### src/rtl/alu_pipe.sv
// alu_pipe: handshaked ALU with a multi-cycle shift-add multiplier.
//
// Ports
//   clk, reset          single clock, synchronous active-high reset
//   in_valid / in_ready request handshake for a, b, op_code
//   a, b [N-1:0]        operands (shift amount is b[SHW-1:0])
//   op_code [2:0]       0 ADD, 1 SUB, 2 AND, 3 OR, 4 XOR, 5 SHL, 6 SHR, 7 MUL
//   out_valid/out_ready result handshake
//   result [N-1:0]      operation result
//   zero_f, neg_f, c_out_f, overflow_f  status flags for result
//   busy                high while a multiply is iterating
//
// Every request passes through BUSY: one cycle for the single-cycle ops,
// N shift-add iterations plus one finishing cycle for MUL. DONE holds the
// result until it is taken; a new request may be accepted in that same cycle.
module alu_pipe #(
  parameter int N   = 32,
  parameter int SHW = $clog2(N)
) (
  input  logic         clk,
  input  logic         reset,
  input  logic         in_valid,
  output logic         in_ready,
  input  logic [N-1:0] a,
  input  logic [N-1:0] b,
  input  logic [2:0]   op_code,
  output logic         out_valid,
  input  logic         out_ready,
  output logic [N-1:0] result,
  output logic         zero_f,
  output logic         neg_f,
  output logic         c_out_f,
  output logic         overflow_f,
  output logic         busy
);

  localparam logic [2:0] OP_ADD = 3'd0;
  localparam logic [2:0] OP_SUB = 3'd1;
  localparam logic [2:0] OP_AND = 3'd2;
  localparam logic [2:0] OP_OR  = 3'd3;
  localparam logic [2:0] OP_XOR = 3'd4;
  localparam logic [2:0] OP_SHL = 3'd5;
  localparam logic [2:0] OP_SHR = 3'd6;
  localparam logic [2:0] OP_MUL = 3'd7;
  localparam int         CW     = $clog2(N + 1);

  typedef enum logic [1:0] {IDLE, BUSY, DONE} state_t;

  state_t         state;
  logic [N-1:0]   opa_p0;
  logic [N-1:0]   opb_p0;
  logic [2:0]     op_p0;
  logic [2*N-1:0] acc;
  logic [2*N-1:0] mcand;
  logic [N-1:0]   mplier;
  logic [CW-1:0]  cnt;
  logic           accept;
  logic [N+1:0]   alu_p1;   // {carry, overflow, result}

  // Single-cycle operations. Shifts use an N+1-bit window so the bit that
  // falls off the end lands in the extra position and becomes the carry;
  // a zero shift leaves that position at 0.
  function automatic logic [N+1:0] alu_eval(input logic [N-1:0] x,
                                            input logic [N-1:0] y,
                                            input logic [2:0]   op);
    logic [N:0]     wide;
    logic [N-1:0]   r;
    logic [SHW-1:0] sh;
    logic           c;
    logic           v;
    wide = '0;
    r    = '0;
    c    = 1'b0;
    v    = 1'b0;
    sh   = y[SHW-1:0];
    case (op)
      OP_ADD: begin
        wide = {1'b0, x} + {1'b0, y};
        r    = wide[N-1:0];
        c    = wide[N];
        v    = (x[N-1] == y[N-1]) && (r[N-1] != x[N-1]);
      end
      OP_SUB: begin
        wide = {1'b0, x} - {1'b0, y};
        r    = wide[N-1:0];
        c    = wide[N];
        v    = (x[N-1] != y[N-1]) && (r[N-1] != x[N-1]);
      end
      OP_AND: r = x & y;
      OP_OR:  r = x | y;
      OP_XOR: r = x ^ y;
      OP_SHL: begin
        wide = {1'b0, x} << sh;
        r    = wide[N-1:0];
        c    = wide[N];
      end
      OP_SHR: begin
        wide = {x, 1'b0} >> sh;
        r    = wide[N:1];
        c    = wide[0];
      end
      default: ;
    endcase
    return {c, v, r};
  endfunction

  assign in_ready = (state == IDLE) || ((state == DONE) && out_ready);
  assign accept   = in_valid && in_ready;

  always_comb begin
    alu_p1 = alu_eval(opa_p0, opb_p0, op_p0);
  end

  // p0: capture on handshake; p1: compute / iterate, register result in DONE
  always_ff @(posedge clk) begin
    if (reset) begin
      state      <= IDLE;
      out_valid  <= 1'b0;
      busy       <= 1'b0;
      result     <= '0;
      zero_f     <= 1'b0;
      neg_f      <= 1'b0;
      c_out_f    <= 1'b0;
      overflow_f <= 1'b0;
      opa_p0     <= '0;
      opb_p0     <= '0;
      op_p0      <= OP_ADD;
      acc        <= '0;
      mcand      <= '0;
      mplier     <= '0;
      cnt        <= '0;
    end else begin
      case (state)
        IDLE: ;
        BUSY: begin
          if (op_p0 == OP_MUL) begin
            if (cnt == CW'(N)) begin
              result     <= acc[N-1:0];
              zero_f     <= (acc[N-1:0] == '0);
              neg_f      <= acc[N-1];
              c_out_f    <= |acc[2*N-1:N];
              overflow_f <= 1'b0;
              busy       <= 1'b0;
              out_valid  <= 1'b1;
              state      <= DONE;
            end else begin
              if (mplier[0]) acc <= acc + mcand;
              mcand  <= mcand << 1;
              mplier <= mplier >> 1;
              cnt    <= cnt + 1'b1;
            end
          end else begin
            result     <= alu_p1[N-1:0];
            zero_f     <= (alu_p1[N-1:0] == '0);
            neg_f      <= alu_p1[N-1];
            overflow_f <= alu_p1[N];
            c_out_f    <= alu_p1[N+1];
            out_valid  <= 1'b1;
            state      <= DONE;
          end
        end
        DONE: begin
          if (out_ready) begin
            out_valid <= 1'b0;
            state     <= IDLE;
          end
        end
        default: state <= IDLE;
      endcase

      // A handshake overrides the DONE->IDLE move, giving back-to-back issue.
      if (accept) begin
        opa_p0 <= a;
        opb_p0 <= b;
        op_p0  <= op_code;
        acc    <= '0;
        mcand  <= {{N{1'b0}}, a};
        mplier <= b;
        cnt    <= '0;
        busy   <= (op_code == OP_MUL);
        state  <= BUSY;
      end
    end
  end

endmodule
### config.mk
export PLATFORM = sky130hd
export DESIGN_NAME = alu_pipe
export DESIGN_NICKNAME = d
export VERILOG_FILES = /design/src/rtl/alu_pipe.sv
export SDC_FILE = /design/constraint.sdc
export NUM_CORES = 1
export LEC_CHECK = 0
export CAP_MARGIN = 20
export CORE_ASPECT_RATIO = 1.4
export CORE_UTILIZATION = 45
export CTS_BUF_LIST = sky130_fd_sc_hd__clkbuf_8
export CTS_CLUSTER_SIZE = 40
export DETAILED_ROUTE_END_ITERATION = 6
export PLACE_DENSITY_LB_ADDON = 0.12
export SKIP_LAST_GASP = 1
export SLEW_MARGIN = 10
export SYNTH_ARGS = -nofsm -noshare
export SYNTH_HDL_FRONTEND = slang
export SYNTH_SLANG_ARGS = --single-unit
export TNS_END_PERCENT = 1
### constraint.sdc
create_clock -name clk -period 5.7 [get_ports clk]
set_input_delay 1.14 -clock clk [delete_from_list [all_inputs] [get_ports clk]]
set_output_delay 1.14 -clock clk [all_outputs]
set_load 0.005 [all_outputs]
# --- After elaboration in Yosys (flattened, before gate mapping) ---
# Cells that the tools add are included.
op_classes:
  shift: 2
  n_addsub: 4
  bitwise: 5
  eq_ne: 22
  reduce_logical: 23
  muxes: 33
ops:
  columns: ["cell", "count"]
  rows:
  - ["two-way mux 32 bit", 10]
  - ["case mux 32 bit (7 select lines)", 1]
  - ["adder 64 bit", 1]
  - ["logical NOT 32 bit", 2]
  - ["adder 32 x 32 -> 33 bit", 1]
  - ["<< shifter 32 x 5 -> 33 bit", 1]
  - [">> shifter 33 x 5 -> 33 bit", 1]
  - ["subtractor 32 x 32 -> 33 bit", 1]
  - ["bitwise AND 32 bit", 1]
  - ["OR 32 bit", 1]
  - ["OR reduction 32 bit", 1]
  - ["bitwise XOR 32 bit", 1]
  - ["AND reduction 3 bit", 6]
  - ["equality test 3 bit, second input constant", 5]
  - ["two-way mux 1 bit", 15]
  - ["nonzero test 2 bit", 4]
  - ["adder 6 x 1 -> 6 bit, second input constant", 1]
  - ["equality test 3 x 2 -> 1 bit, second input constant", 2]
  - ["equality test 6 bit, second input constant", 1]
  - ["two-way mux 2 bit", 3]
  - ["inequality test 2 bit, second input constant", 3]
  - ["inequality test 3 bit, second input constant", 2]
  - ["case mux 2 bit (3 select lines)", 1]
  - ["logical AND 1 bit", 4]
  - ["other kinds (16)", 20]
totals:
  output_inout_bits: 39
  inputBits: 71
  ff_bits: 273
  word_cells: 106

# --- Longest topological paths before layout ---
# Gate-level depths: netlist of run 1.
depth:
  word_depth: 6
  depth_mapped: 19
  mapped_depth_nobuf: 15

# --- Worst setup path before layout of run 1 ---
# OpenSTA, ideal clock, no wires.
synth_path:
  path_type: "register -> register"
  from: "reg opb_p0[2]"
  to: "reg zero_f"
  slack_ns: 1.426
  setup_ns: 0.096
  n_path_buf: 6
  synth_period_minus_slack_ns: 4.274
  path_stages_with_launch: 19
  arrival_ns: 4.178
  t_required_ns: 5.604
  path_cell_list: "dfxtp_1 buf_4 buf_6 inv_1 buf_2 buf_2 buf_1 ha_1 buf_2 a221oi_4 o21a_4 a211oi_4 o221a_4 a221o_1 or3_1 a21oi_1 o22ai_1 or3_1 o41ai_2"
synth_between:
  elab_chain_cells: 4
  elab_cells_between_ends: 10
  classes_between: "add/sub (2); shift (2); mux (2); bitwise (3); reduce/logical (1)"
synth_lines:
  columns: ["element", "line_no", "text"]
  rows:
  - ["start, declared", "51", "logic [N-1:0] opb_p0;"]
  - ["start signal, assigned", "126", "opb_p0 <= '0;"]
  - ["start signal, assigned", "174", "opb_p0 <= b;"]
  - ["subtractor 32 x 32 -> 33 bit, or another cell as far along", "84", "wide = {1'b0, x} - {1'b0, y};"]
  - ["case mux 32 bit (7 select lines) *", "76", "case (op)"]
  - ["logical NOT 32 bit *", "154", "zero_f <= (alu_p1[N-1:0] == '0);"]
  - ["two-way mux 1 bit *", "136", "if (op_p0 == OP_MUL) begin"]
  - ["end signal, assigned", "139", "zero_f <= (acc[N-1:0] == '0);"]
  - ["end signal, assigned", "154", null]
  - ["end, declared", "30", "output logic zero_f,"]
# Every way passes the cells marked *; elsewhere a longest branch is shown, timed or not.
# A chain may end at the register's enable or synchronous reset.

# --- Worst setup path after layout of run 1 ---
layout_path:
  from: "reg opb_p0[0]"
  to: "reg zero_f"
# The elaborated chain is that of the path after synthesis.

==> results.sh, run 1 <==
export IMPL_start_util_pct=45.5
export IMPL_num_rows=100
export IMPL_synth_warnings=0
export IMPL_ys_ff_latch=272
export IMPL_start_kind="flip-flop"
export IMPL_internal_power_uw=3700
export IMPL_use_met2_pct=69.5
export IMPL_rsz0062_at_grt="false"
export IMPL_met1_usage_pct=47.3
export IMPL_vdd_ir_drop_max_uv=183
export IMPL_synth_fa_ha_area_share_pct=9.12
export IMPL_wirelength_mm=118
export IMPL_layout_common_cells="607 x nand2_1, 337 x a21oi_1, 274 x nor2_1, 267 x dfxtp_1, 171 x ha_1"
export IMPL_overflow=0
export IMPL_fin_nets=3533
export IMPL_max_clock_path_buffers=3
export IMPL_violations="design-rule violations"
export IMPL_fin_setup_tns_ns=0
export IMPL_rr_startpoint="opb_p0[0]$_SDFFE_PP0P_"
export IMPL_synth_compound_area_share_pct=28.8
export IMPL_clk_pin_slew_ns=0.07
export IMPL_whs_endpoint="out_valid$_SDFFE_PP0P_"
export IMPL_required_ns=6.29
export IMPL_drt_initial_drc_count=2729
export IMPL_n_fill_cell=5366
export IMPL_antenna_left=0
export IMPL_io_pins=110
export IMPL_busiest_layer="met2"
export IMPL_vias=26933
export IMPL_fin_skew_ns=0.0505
export IMPL_synth_area_per_cell_sq_um=7.31
export IMPL_wl_per_cell_um=29.3
export IMPL_whs_ns=0.453
export IMPL_core_region_area_sq_um=53100
export IMPL_min_from="out_valid$_SDFFE_PP0P_"
export IMPL_grt_first_pass_wirelength_mm=172
export IMPL_p_leak_uw=0.0103
export IMPL_cts_tree="yes"
export IMPL_async_flop_share_pct=0
export IMPL_cts_resized=0
export IMPL_synth_top_family_by_area="compound AO/OA/AOI/OAI gates"
export IMPL_track_usage_pct=42.8
export IMPL_clkPwrFrac_pct=35.2
export IMPL_maxSlewHeadroom_pct=28.7
export IMPL_synth_simple_gate_area_share_pct=23.1
export IMPL_portBuffers=109
export IMPL_slew_violations=0
export IMPL_cts_hold_buf=0
export IMPL_outcome="finished with violations"
export IMPL_hold_viol=0
export IMPL_synth_mux_area_share_pct=7.54
export IMPL_synthCells=3298
export IMPL_grt_use_met3_pct=9.26
export IMPL_arrival_ns=5.72
export IMPL_vias_per_cell=6.66
export IMPL_cts_root_buffer="clkbuf_8"
export IMPL_synth_nets=3543
export IMPL_combPwrFrac_pct=29.5
export IMPL_timing_final_crit_share_pct=90.0
export IMPL_syn_to_final_growth_pct=11.5
export IMPL_grt_pass1_vias=25771
export IMPL_final_layout_size_suffix_gt1_share_pct=9.12
export IMPL_synth_seq_area_share_pct=22.6
export IMPL_ys_flop_type="dfxtp_1"
export IMPL_fmax_mhz=195
export IMPL_place_gp_congestion=1.07
export IMPL_power_switching_uw=2270
export IMPL_cts_max_level=2
export IMPL_final_common_cell="nand2_1"
export IMPL_die_area_sq_um=54500
export IMPL_synthXorXnorAreaFrac_pct=2.25
export IMPL_path_class="flip-flop to flip-flop"
export IMPL_rr_endpoint="zero_f$_SDFFE_PP0P_"
export IMPL_remaining_drc_errors=1
export IMPL_place_inst=3950
export IMPL_max_cap_viol_count=0
export IMPL_first_pass_iters=7
export IMPL_clk_latency_ns=0.69
export IMPL_synth_cell_types=102
export IMPL_netlist_area_sq_um=24100
export IMPL_clock_sinks=272
export IMPL_stdcell_count=4046
export IMPL_rrSetupSlack_ns=0.57
export IMPL_setup_viol=0
export IMPL_cts_buffers=49
export IMPL_hpwl_mm=89.5
export IMPL_worst_slew_pin_slew_ns=1.06
export IMPL_power_switching_share_pct=38.0
export IMPL_fp_dieH_um=276
export IMPL_period_minus_slack_ns=5.13
export IMPL_die_x_um=198
export IMPL_end_kind="flip-flop"
export IMPL_synth_edff_count=0
export IMPL_holdPathStages=2
export IMPL_pwr_share_seq_pct=35.3
export IMPL_rr_worst_depth=15
export IMPL_path_max_fanout=36
export IMPL_grt_max_degree=193
export IMPL_hp_class="flip-flop to flip-flop"
export IMPL_power_density_nw_per_um2=222
export IMPL_antenna_found_initial=11
export IMPL_cts_setup_buffers=0
-- layout make-up --
cell class | instances | area, sq um | area share, %
well taps | 714 | 893 | 3.32
inverters | 120 | 450 | 1.68
diodes | 8 | 20.0 | 0.0745
repair buffers | 204 | 1840 | 6.85
multi-input cells | 2641 | 17200 | 63.8
flip-flops and latches | 272 | 5460 | 20.3
clock inverters | 30 | 279 | 1.04
clock buffers | 57 | 785 | 2.92
-- registers in the layout, summed over array words and instances (netlist names) --
signal and count:
c_out_f 1, result 32, busy 1, out_valid 1, mplier 32, op_p0 3
zero_f 1, acc 64, state 2, opb_p0 32, mcand 64, opa_p0 32
cnt 6, overflow_f 1
-- layer usage --
layer,vias to the layer above,routed length [um],part of all wire (%)
met4,8,12100,10
met3,512,9160,7.7
met1,12921,42900,36
met5,-,51,0.043
li1,12016,-,-
met2,1476,54300,46
-- cells by family after synthesis --
logic type,Yosys count
AO/OA/AOI/OAI,1025
XOR/XNOR,62
adder cells (fa/ha/maj),174
buffers and inverters,385
flip-flops,272
multiplexers,133
AND/OR/NAND/NOR,1247
-- how the worst max path moves through the flow --
stage	from	endpoint	slack, ns
after floorplan	opb_p0[2]$_SDFFE_PP0P_	zero_f$_SDFFE_PP0P_	1.43
after global placement	opa_p0[7]$_SDFFE_PP0P_	zero_f$_SDFFE_PP0P_	0.93
after detailed placement	opb_p0[0]$_SDFFE_PP0P_	zero_f$_SDFFE_PP0P_	1.00
after CTS	opb_p0[0]$_SDFFE_PP0P_	zero_f$_SDFFE_PP0P_	0.96
after global routing	opb_p0[0]$_SDFFE_PP0P_	zero_f$_SDFFE_PP0P_	0.48
final	opb_p0[0]$_SDFFE_PP0P_	zero_f$_SDFFE_PP0P_	0.57
-- critical path, stage by stage (launching register included) --
cell and delay (ns):
dfxtp_4 0.58, buf_4 0.48, mux2i_1 0.75, nor2_1 0.17, o21ai_0 0.56, nor2_1 0.26, nor4_1 0.35, buf_4 0.18
nand4_1 0.07, nor4_1 0.30, buf_4 0.20, nand4_1 0.14, nor4_1 0.38, buf_4 0.18, nand4_1 0.16, o41ai_2 0.24
-- metrics by stage --
step | util [%] | instance area, sq um | setup slack (ns) | power, uW
after detailed placement | 48.6 | 25800 | 1.00 | 3820
after floorplan | - | 24100 | 1.43 | 3140
final | 50.7 | 26900 | 0.571 | 5960
after CTS | 50.6 | 26900 | 0.955 | 5920
after global placement | 48.6 | 25800 | 0.930 | 3820
after global routing | 50.7 | 26900 | 0.479 | 6140
-- power groups by stage --
stage / logic [uW] / clock network, uW / registers [uW]
global placement: 1680 / 0 / 2140
detailed placement: 1680 / 0 / 2140
CTS: 1690 / 2130 / 2100
floorplan: 1060 / 0 / 2090
global route: 1830 / 2190 / 2110
finish: 1760 / 2100 / 2100
-- synth_stat cells (14+ instances only) --
cell type | instances | area [sq um]
nand2_1 | 610 | 2290
a21oi_1 | 337 | 1690
nor2_1 | 276 | 1040
dfxtp_1 | 272 | 5450
clkbuf_1 | 191 | 717
ha_1 | 171 | 2140
o21ai_0 | 123 | 616
inv_1 | 119 | 447
a311oi_1 | 71 | 622
a211oi_1 | 69 | 518
mux2i_1 | 65 | 651
nor3_1 | 56 | 280
nand3_1 | 52 | 260
a21o_1 | 46 | 345
nor4_1 | 38 | 238
mux4_2 | 34 | 766
o22ai_1 | 34 | 213
a22oi_1 | 33 | 248
buf_2 | 33 | 165
nand4_1 | 33 | 206
o211ai_1 | 33 | 248
xnor2_1 | 32 | 280
a31oi_1 | 30 | 188
mux2_2 | 30 | 338
xor2_1 | 30 | 263
and3_1 | 29 | 181
nor2b_1 | 28 | 175
nand2b_1 | 24 | 150
and2_1 | 22 | 138
buf_1 | 19 | 71.3
a221oi_1 | 18 | 158
o21a_1 | 18 | 135
or3_1 | 18 | 113
o31ai_1 | 17 | 128
a211o_1 | 16 | 140
a221o_1 | 16 | 160
o21bai_1 | 16 | 120
buf_4 | 14 | 105
Power figures use the tool's default switching activity.
==> inputs of run 2 (changes only) <==
- CAP_MARGIN: 20 -> 0
- CTS_CLUSTER_SIZE: 40 -> 24
==> results of run 2 <==
Same layout as run 1: the final DEF is identical, and so are final timing and power.
